[config.mk]
export PLATFORM = sky130hd
export DESIGN_NAME = alarm_sequencer
export DESIGN_NICKNAME = d
export VERILOG_FILES = /design/src/rtl/alarm_pkg.sv /design/src/rtl/alarm_time_match.sv /design/src/rtl/alarm_sequencer.sv
export SDC_FILE = /design/constraint.sdc
export NUM_CORES = 1
export LEC_CHECK = 0
export ABC_CLOCK_PERIOD_IN_PS = 3000
export CAP_MARGIN = 20
export CORE_MARGIN = 4
export CORE_UTILIZATION = 49
export CTS_BUF_LIST = sky130_fd_sc_hd__clkbuf_4
export DETAILED_ROUTE_END_ITERATION = 8
export GPL_ROUTABILITY_DRIVEN = 1
export PLACE_DENSITY = 0.82
export SKIP_CTS_REPAIR_TIMING = 1
export SYNTH_ARGS = -nofsm -noshare
export SYNTH_HDL_FRONTEND = slang
export SYNTH_SLANG_ARGS = --single-unit
[constraint.sdc]
create_clock -name clk -period 3 [get_ports clk]
set_input_delay 0.6 -clock clk [delete_from_list [all_inputs] [get_ports clk]]
set_output_delay 0.6 -clock clk [all_outputs]
set_load 0.1 [all_outputs]
[src/rtl/alarm_pkg.sv]
// Shared definitions for the alarm clock sequencer: FSM state encoding,
// BCD HH:MM packing and second-counter widths.
package alarm_pkg;

    typedef enum logic [1:0] {
        IDLE   = 2'b00,
        RING   = 2'b01,
        SNOOZE = 2'b10
    } alarm_state_t;

    // BCD time word {h_tens, h_units, m_tens, m_units}
    localparam int TIME_W       = 16;
    localparam int BCD_W        = 4;
    localparam int H_TENS_OFS   = 12;
    localparam int H_UNITS_OFS  = 8;
    localparam int M_TENS_OFS   = 4;
    localparam int M_UNITS_OFS  = 0;

    localparam int SEC_CNT_W    = 10;
    localparam int SNOOZE_CNT_W = 2;

    // Compare one BCD digit of two packed time words
    function automatic logic bcd_digit_eq(input logic [TIME_W-1:0] a,
                                          input logic [TIME_W-1:0] b,
                                          input int              ofs);
        return a[ofs +: BCD_W] == b[ofs +: BCD_W];
    endfunction

    // Full HH:MM equality, digit by digit
    function automatic logic hhmm_eq(input logic [TIME_W-1:0] a,
                                     input logic [TIME_W-1:0] b);
        return bcd_digit_eq(a, b, H_TENS_OFS)  && bcd_digit_eq(a, b, H_UNITS_OFS) &&
               bcd_digit_eq(a, b, M_TENS_OFS)  && bcd_digit_eq(a, b, M_UNITS_OFS);
    endfunction

endpackage

[src/rtl/alarm_time_match.sv]
// Time comparator with rising-edge detect: o_trigger pulses on the first clk
// in which the two time words become equal while i_enable is high. The
// previous-match register resets to 1 so a match already present at reset
// release is not treated as a new edge. Reusable for hourly chime logic.
module alarm_time_match
    import alarm_pkg::*;
(
    input  logic              i_clk,
    input  logic              i_reset,
    input  logic              i_enable,
    input  logic [TIME_W-1:0] i_current_time,
    input  logic [TIME_W-1:0] i_alarm_time,
    output logic              o_trigger
);

    logic w_match;
    logic r_match_d;

    assign w_match = hhmm_eq(i_current_time, i_alarm_time);

    // Remember last clk's match so only the leading edge of a match fires
    always_ff @(posedge i_clk or posedge i_reset) begin
        if (i_reset) r_match_d <= 1'b1;
        else         r_match_d <= w_match;
    end

    assign o_trigger = w_match & ~r_match_d & i_enable;

endmodule

[src/rtl/alarm_sequencer.sv]
// Alarm sequencer: rings on the first clk of the matching minute, times out
// after RING_SECS ticks, supports snooze with re-ring after SNOOZE_SECS ticks.
// Optional build macro ALARM_SNOOZE_LIMIT_EN: when defined, snooze in RING is
// honoured only while snooze_cnt < MAX_SNOOZE; otherwise snooze is unlimited.
module alarm_sequencer
    import alarm_pkg::*;
#(
    parameter int RING_SECS   = 60,
    parameter int SNOOZE_SECS = 300,
    parameter int MAX_SNOOZE  = 3
)
(
    input  logic              clk,
    input  logic              reset,
    input  logic              tick_1s,
    input  logic              alarm_on,
    input  logic [TIME_W-1:0] current_time,
    input  logic [TIME_W-1:0] alarm_time,
    input  logic              snooze_btn,
    input  logic              stop_btn,
    output logic              sound_alarm,
    output logic              snoozing,
    output logic [1:0]        snooze_cnt
);

    localparam logic [SEC_CNT_W-1:0] RING_LAST   = SEC_CNT_W'(RING_SECS - 1);
    localparam logic [SEC_CNT_W-1:0] SNOOZE_LAST = SEC_CNT_W'(SNOOZE_SECS - 1);

`ifdef ALARM_SNOOZE_LIMIT_EN
    localparam bit SNOOZE_LIMITED = 1'b1;
`else
    localparam bit SNOOZE_LIMITED = 1'b0;
`endif

    alarm_state_t            r_state, w_state_nxt;
    logic [SEC_CNT_W-1:0]    r_sec_cnt, w_sec_cnt_nxt;
    logic [SNOOZE_CNT_W-1:0] r_snooze_cnt, w_snooze_cnt_nxt;
    logic                    r_sound_alarm, r_snoozing;
    logic                    w_trigger;
    logic                    w_snooze_ok;

    // Snooze counter increments but sticks at its maximum value
    function automatic logic [SNOOZE_CNT_W-1:0] sat_inc(input logic [SNOOZE_CNT_W-1:0] v);
        return (v == '1) ? v : v + 1'b1;
    endfunction

    alarm_time_match u_match (
        .i_clk          (clk),
        .i_reset        (reset),
        .i_enable       (alarm_on),
        .i_current_time (current_time),
        .i_alarm_time   (alarm_time),
        .o_trigger      (w_trigger)
    );

    assign w_snooze_ok = !SNOOZE_LIMITED || (int'(r_snooze_cnt) < MAX_SNOOZE);

    // Next state and counters; priority: alarm_on low > stop > snooze > tick expiry
    always_comb begin
        w_state_nxt      = r_state;
        w_sec_cnt_nxt    = r_sec_cnt;
        w_snooze_cnt_nxt = r_snooze_cnt;
        case (r_state)
            IDLE: begin
                if (w_trigger) begin
                    w_state_nxt      = RING;
                    w_sec_cnt_nxt    = '0;
                    w_snooze_cnt_nxt = '0;
                end
            end
            RING: begin
                if (!alarm_on || stop_btn) begin
                    w_state_nxt = IDLE;
                end else if (snooze_btn && w_snooze_ok) begin
                    w_state_nxt      = SNOOZE;
                    w_sec_cnt_nxt    = '0;
                    w_snooze_cnt_nxt = sat_inc(r_snooze_cnt);
                end else if (tick_1s) begin
                    if (r_sec_cnt == RING_LAST) w_state_nxt = IDLE;
                    else                        w_sec_cnt_nxt = r_sec_cnt + 1'b1;
                end
            end
            SNOOZE: begin
                if (!alarm_on || stop_btn) begin
                    w_state_nxt = IDLE;
                end else if (tick_1s) begin
                    if (r_sec_cnt == SNOOZE_LAST) begin
                        w_state_nxt   = RING;
                        w_sec_cnt_nxt = '0;
                    end else begin
                        w_sec_cnt_nxt = r_sec_cnt + 1'b1;
                    end
                end
            end
            default: w_state_nxt = IDLE;
        endcase
    end

    // State, counters and registered outputs; reset silences the alarm at once
    always_ff @(posedge clk or posedge reset) begin
        if (reset) begin
            r_state       <= IDLE;
            r_sec_cnt     <= '0;
            r_snooze_cnt  <= '0;
            r_sound_alarm <= 1'b0;
            r_snoozing    <= 1'b0;
        end else begin
            r_state       <= w_state_nxt;
            r_sec_cnt     <= w_sec_cnt_nxt;
            r_snooze_cnt  <= w_snooze_cnt_nxt;
            r_sound_alarm <= (w_state_nxt == RING);
            r_snoozing    <= (w_state_nxt == SNOOZE);
        end
    end

    assign sound_alarm = r_sound_alarm;
    assign snoozing    = r_snoozing;
    assign snooze_cnt  = r_snooze_cnt;

endmodule

==> results.toml, run 1 <==
[status]
outcome = "complete, no violations"

[power_and_ir_drop]
switching_power_mw = 0.3781
netSwitchingFraction_pct = 45.48
seq_power_share_pct = 33.8
vdd_drop_max_v = 0.0006132
power.leakage_nw = 0.8090
p_clk_share_pct = 15.6
internal_power_mw = 0.4532
pwr-share-comb_pct = 50.6
power.density_nw_per_um2 = 429.5

[cells_and_area]
stdcell_count = 242
fin_nets = 257
nFillCells = 230
insertedDiodeCount = 0
final_area_um2 = 1936
syn2layout_area_growth_pct = 30.66
drive_gt1_share_pct = 9.953

[clock_network]
cts_root_buf = "clkbuf_4"
clkLatencyLatePin_ns = 0.30
clock_sinks = 17
cts_htree_levels = 1
clk_pin_slew_worst_paths_ns = 0.11
cts_buffers = 3
cts_tree = "yes"
clk_path_buf_depth = 2

[sta]
hold_slack_ns = 0.5639
tightest_slew_ns = 0.7370
fin_ws_ns = 0.3786
tns_ns = 0
finClkSkew_ns = 0.009331
fin_crit_sh_pct = 87.38
fmaxAchievable_ghz = 0.3815
rsz0062_at_grt = "no"
max-slew-margin-rel_pct = 50.22
slew_violations = 0
min_period_ns = 2.621
setup_viol = 0
hold_viol_final = 0

[die]
rows = 19
initial_core_util_pct = 52.37
die-area_um2 = 3967
io_pins = 42
die_h_um = 62.99
die_w_um = 62.99
core_um2 = 2829

[synthesis]
ys_async_sr_fraction_pct = 100.0
synth_area_um2 = 1481
synth_cell_types = 45
yosys.area.top_type = "dfrtp_1"
netlist.area_leader.share_pct = 27.03
synth-seq-cells = 17
synth-edff-count = 0
synth_nets = 214
synth_commonest_cells = "dfrtp_1 (16), xor2_1 (16), nand2_1 (12), nand3_1 (12), inv_1 (11)"
synth_ff_type = "dfrtp_1"
syn_inst = 169
yosysSeqAreaShare_pct = 28.80
synthTopCellsByArea = "dfrtp_1 (27%), xor2_1 (9.5%), ha_1 (5.9%)"
yosysWarnings = 0
synth.avg_cell_area_um2 = 8.766

[placed_design]
gp_congestion = 0.8909
hpwl_um = 3179
port_buffers = 41
dp.cells = 238
pre_cts_ws_ns = 0.2672
placed_cell_area_um2 = 1908

[global_routing]
grt_remaining_overflow = 0
antenna_found_initial = 0
grtUsageTotal_pct = 21.73
grt_pass1_wl_um = 7010
first_global_vias = 1533
grt_max_degree = 18

[critical_path]
critPathBufInv = 1
end_kind = "flop"
reg2reg_from = "r_state[1]"
r2r_end = "r_sec_cnt[4]"
cp_slowest_cell = "or4_1"
critical_path.max_stage_delay_ns = 0.69
cp.required_ns = 3.18
worstSetupPathType = "flop to flop"
crit_chain = "inv_1 > ha_1 > or2_2 > a21o_1 > or4_1 > o31ai_1 > o41ai_1"
start_kind = "flop"
r2r_cells = 7
critPathTopFamily = "simple AND/OR/NAND/NOR gates"
path_max_fanout = 8
critPathArrivalTime_ns = 2.80
r2r_setup_slack_ns = 0.38

[drt]
drtIter0Drc = 51
ant_nets = 0
via_count = 1506
routedWlPerCell_um = 16.58
drc = 0
drt_pass1_iterations = 4
viasPerCell = 6.223
wirelength_um = 4013

[hold_path]
whs_path_depth = 1
hold_end = "r_sec_cnt[1]"
worstHoldStart = "r_sec_cnt[1]"
min_path_type = "flop to flop"

[job]
cap_violations = 0
==> logic make-up after synthesis <==
| family | synth area share [%] |
|---|---|
| AO/OA/AOI/OAI | 24.24 |
| XOR/XNOR | 9.459 |
| adder cells (fa/ha/maj) | 5.912 |
| buffers and inverters | 5.152 |
| flip-flops | 28.80 |
| multiplexers | 2.027 |
| AND/OR/NAND/NOR | 24.41 |
==> cells in the final DEF (no fill, tap or decap), types with 2 or more instances in the layout <==
master	count
and3b_1	2
inv_1	11
nand2_1	12
a31oi_1	2
a21o_1	3
clkbuf_4	3
dfrtp_1	16
buf_4	7
a211oi_1	7
ha_1	7
nand3_1	12
nand2b_1	4
nor4_1	7
clkdlybuf4s50_1	37
nor2b_1	2
a21oi_1	6
nor2_1	10
nor3_1	7
mux2_4	2
xor2_1	16
o41ai_1	6
o31ai_1	8
==> power by group through the flow <==
stage	logic, mW	clock network, mW	registers, mW
global placement	0.409	0	0.284
floorplan	0.185	0	0.396
global route	0.453	0.144	0.285
detailed placement	0.421	0	0.285
CTS	0.422	0.131	0.280
finish	0.421	0.130	0.281
==> worst max-delay path by stage <==
stage	end	slack, ns	depth (start not counted)	start
2_1_floorplan	r_sec_cnt[4]	0.69	8	r_state[1]
3_3_place_gp	r_sec_cnt[7]	0.38	6	snooze_btn
3_5_place_dp	r_sec_cnt[4]	0.27	6	snooze_btn
4_1_cts	r_sec_cnt[4]	0.38	7	r_state[1]
5_1_grt	r_sec_cnt[7]	0.24	7	r_state[1]
6_report	r_sec_cnt[4]	0.38	7	r_state[1]
==> layout make-up <==
class / instances / area [um2] / area share [%]
clock inverters: 1 / 5.005 / 0.2586
clock buffers: 3 / 22.52 / 1.164
inverters: 11 / 41.29 / 2.133
multi-input cells: 135 / 978.4 / 50.55
flip-flops and latches: 17 / 426.7 / 22.04
well taps: 31 / 38.79 / 2.004
repair buffers: 44 / 422.9 / 21.85
==> state kept, by name, indices dropped and copies added, names as in the netlist <==
register / cells
snoozing: 1
r_sec_cnt: 10
r_state: 2
u_match.r_match_d: 1
sound_alarm: 1
snooze_cnt: 2
==> metal layers <==
| layer | vias to the layer above | GRT usage [%] | wire length (um) |
|---|---|---|---|
| met4 | 0 | 7.438 | 50 |
| li1 | 725 | - | - |
| met3 | 6 | 3.777 | 343 |
| met5 | - | 0 | 0 |
| met1 | 701 | 26.64 | 1630 |
| met2 | 74 | 37.94 | 1989 |
==> through the flow <==
step,power [mW],util [%]
6_report,0.8314,68.42
5_1_grt,0.8819,68.42
4_1_cts,0.8338,68.42
3_5_place_dp,0.7058,67.45
3_3_place_gp,0.6928,67.45
2_1_floorplan,0.5806,-
(Power assumes the default switching activity.)
==> run 2, diff against run 1 <==
- CORE_UTILIZATION: 49 -> 60
- DONT_BUFFER_PORTS: not set -> 1
- PLACE_DENSITY: 0.82 -> 0.76
==> run 2 against run 1 <==
Compared with the run above: the run now ends with DRC left; die area shrank 16%; count of clock-buffer cells in the layout grew 1; setup slack lost 0.036 ns; clock power is essentially flat; first-iteration DRC count shrank 20%; critical path type unchanged; critical endpoint is now r_sec_cnt[8].
==> results.toml, run 2 (synthesis gave the netlist of run 1 again) <==
[sta]
min_period_ns = 2.658
hold_viol_final = 0
rsz0062_at_grt = "no"
max-slew-margin-rel_pct = 41.75
tns_ns = 0
setup_viol = 0
fin_crit_sh_pct = 88.59
finClkSkew_ns = 0.006168
tightest_slew_ns = 0.8744
fmaxAchievable_ghz = 0.3763
slew_violations = 0

[placed_design]
port_buffers = 0
hpwl_um = 2661
placed_cell_area_um2 = 1504
dp.cells = 194
gp_congestion = 0.9551

[critical_path]
crit_chain = "inv_1 > ha_1 > nand2b_1 > a21oi_1 > or4_1 > o31ai_1 > o41ai_1"
end_kind = "flop"
critPathArrivalTime_ns = 2.82
cp_slowest_cell = "or4_1"
critPathBufInv = 1
worstSetupPathType = "flop to flop"
cp.required_ns = 3.16
start_kind = "flop"
critical_path.max_stage_delay_ns = 0.66
critPathTopFamily = "simple AND/OR/NAND/NOR gates"
path_max_fanout = 10

[die]
io_pins = 42
rows = 17
core_um2 = 2276
initial_core_util_pct = 65.09
die_h_um = 57.69
die-area_um2 = 3328
die_w_um = 57.69

[clock_network]
cts_buffers = 3
cts_tree = "yes"
cts_root_buf = "clkbuf_4"
clk_pin_slew_worst_paths_ns = 0.09
clk_path_buf_depth = 2
cts_htree_levels = 1
clock_sinks = 17
clkLatencyLatePin_ns = 0.29

[global_routing]
grt_remaining_overflow = 0
grt_pass1_wl_um = 5947
grtUsageTotal_pct = 22.64
met3_usage_pct = 7.572
grt_use_met1_pct = 26.36
first_global_vias = 1382
antenna_found_initial = 0
grt_max_degree = 18
grt.busiest_layer = "met2"
grt_util_met2_pct = 38.23

[cells_and_area]
insertedDiodeCount = 0
final_area_um2 = 1534
stdcell_count = 198
utilization_pct = 67.40
syn2layout_area_growth_pct = 3.547
final_cell_mix = "xor2_1 (16), dfrtp_1 (16), nand3_1 (12), nand2_1 (12), inv_1 (11)"
regMostFlops = "r_sec_cnt"
largest_reg_flops = 10
drive_gt1_share_pct = 10.00
fin_nets = 216

[hold_path]
min_path_type = "input pin to async pin"

[drt]
drc = 4
viasPerCell = 6.899
wirelength_um = 3510
drtIter0Drc = 41
routedWlPerCell_um = 17.73
via_count = 1366
ant_nets = 0
drt_pass1_iterations = 6

[job]
cap_violations = 0

[power_and_ir_drop]
power.density_nw_per_um2 = 502.4
p_total_mw = 0.7707
vdd_drop_max_v = 0.0003828
power.leakage_nw = 0.6444

[status]
outcome = "finished, violations left"
violations = "DRC"
run 2: cell count changes in the layout (fill, tap and decap cells not counted):
cell             before  now
clkdlybuf4s50_1      37    0
buf_4                 7    3
clkinv_2              1    0
clkbuf_4              3    4
run 2: per-stage QoR:
stage | worst slack, ns | hold WS [ns]
4_1_cts | 0.3662 | 0.2988
6_report | 0.3423 | 0.2803
3_5_place_dp | 0.3751 | 0.5389
2_1_floorplan | 0.6910 | 0.4952
3_3_place_gp | 0.4935 | 0.5250
5_1_grt | 0.1801 | 0.3016
run 2: area by class of cell:
type,instances,area (um2)
Sequential cell,17,426.7
Multi-Input combinational cell,135,978.4
Clock buffer,4,30.03
Inverter,11,41.29
Timing Repair Buffer,3,22.52
Tap cell,28,35.03
Fill cell,192,742.0
run 2: final timing paths:
kind | from | endpoint | slack, ns | depth (start not counted)
min reg2reg | r_sec_cnt[1] | r_sec_cnt[1] | 0.56 | 1
min | reset | r_sec_cnt[2] | 0.28 | 1
max | r_state[1] | r_sec_cnt[8] | 0.34 | 7
max in group asynchronous | reset | r_state[1] | 2.30 | 1
min in group clk | r_sec_cnt[1] | r_sec_cnt[1] | 0.56 | 1
max reg2reg | r_state[1] | r_sec_cnt[8] | 0.34 | 7
run 2: power by group:
group / total, mW / switching, mW / internal (mW)
Sequential: 0.293 / 0.0389 / 0.254
Clock: 0.128 / 0.0675 / 0.0608
Combinational: 0.350 / 0.246 / 0.104
run 2: layer usage:
metal  wire [um]  vias to the layer above
met3         275                       10
met5           0                        -
met1        1468                      641
li1            -                      645
met4          74                        0
met2        1692                       70
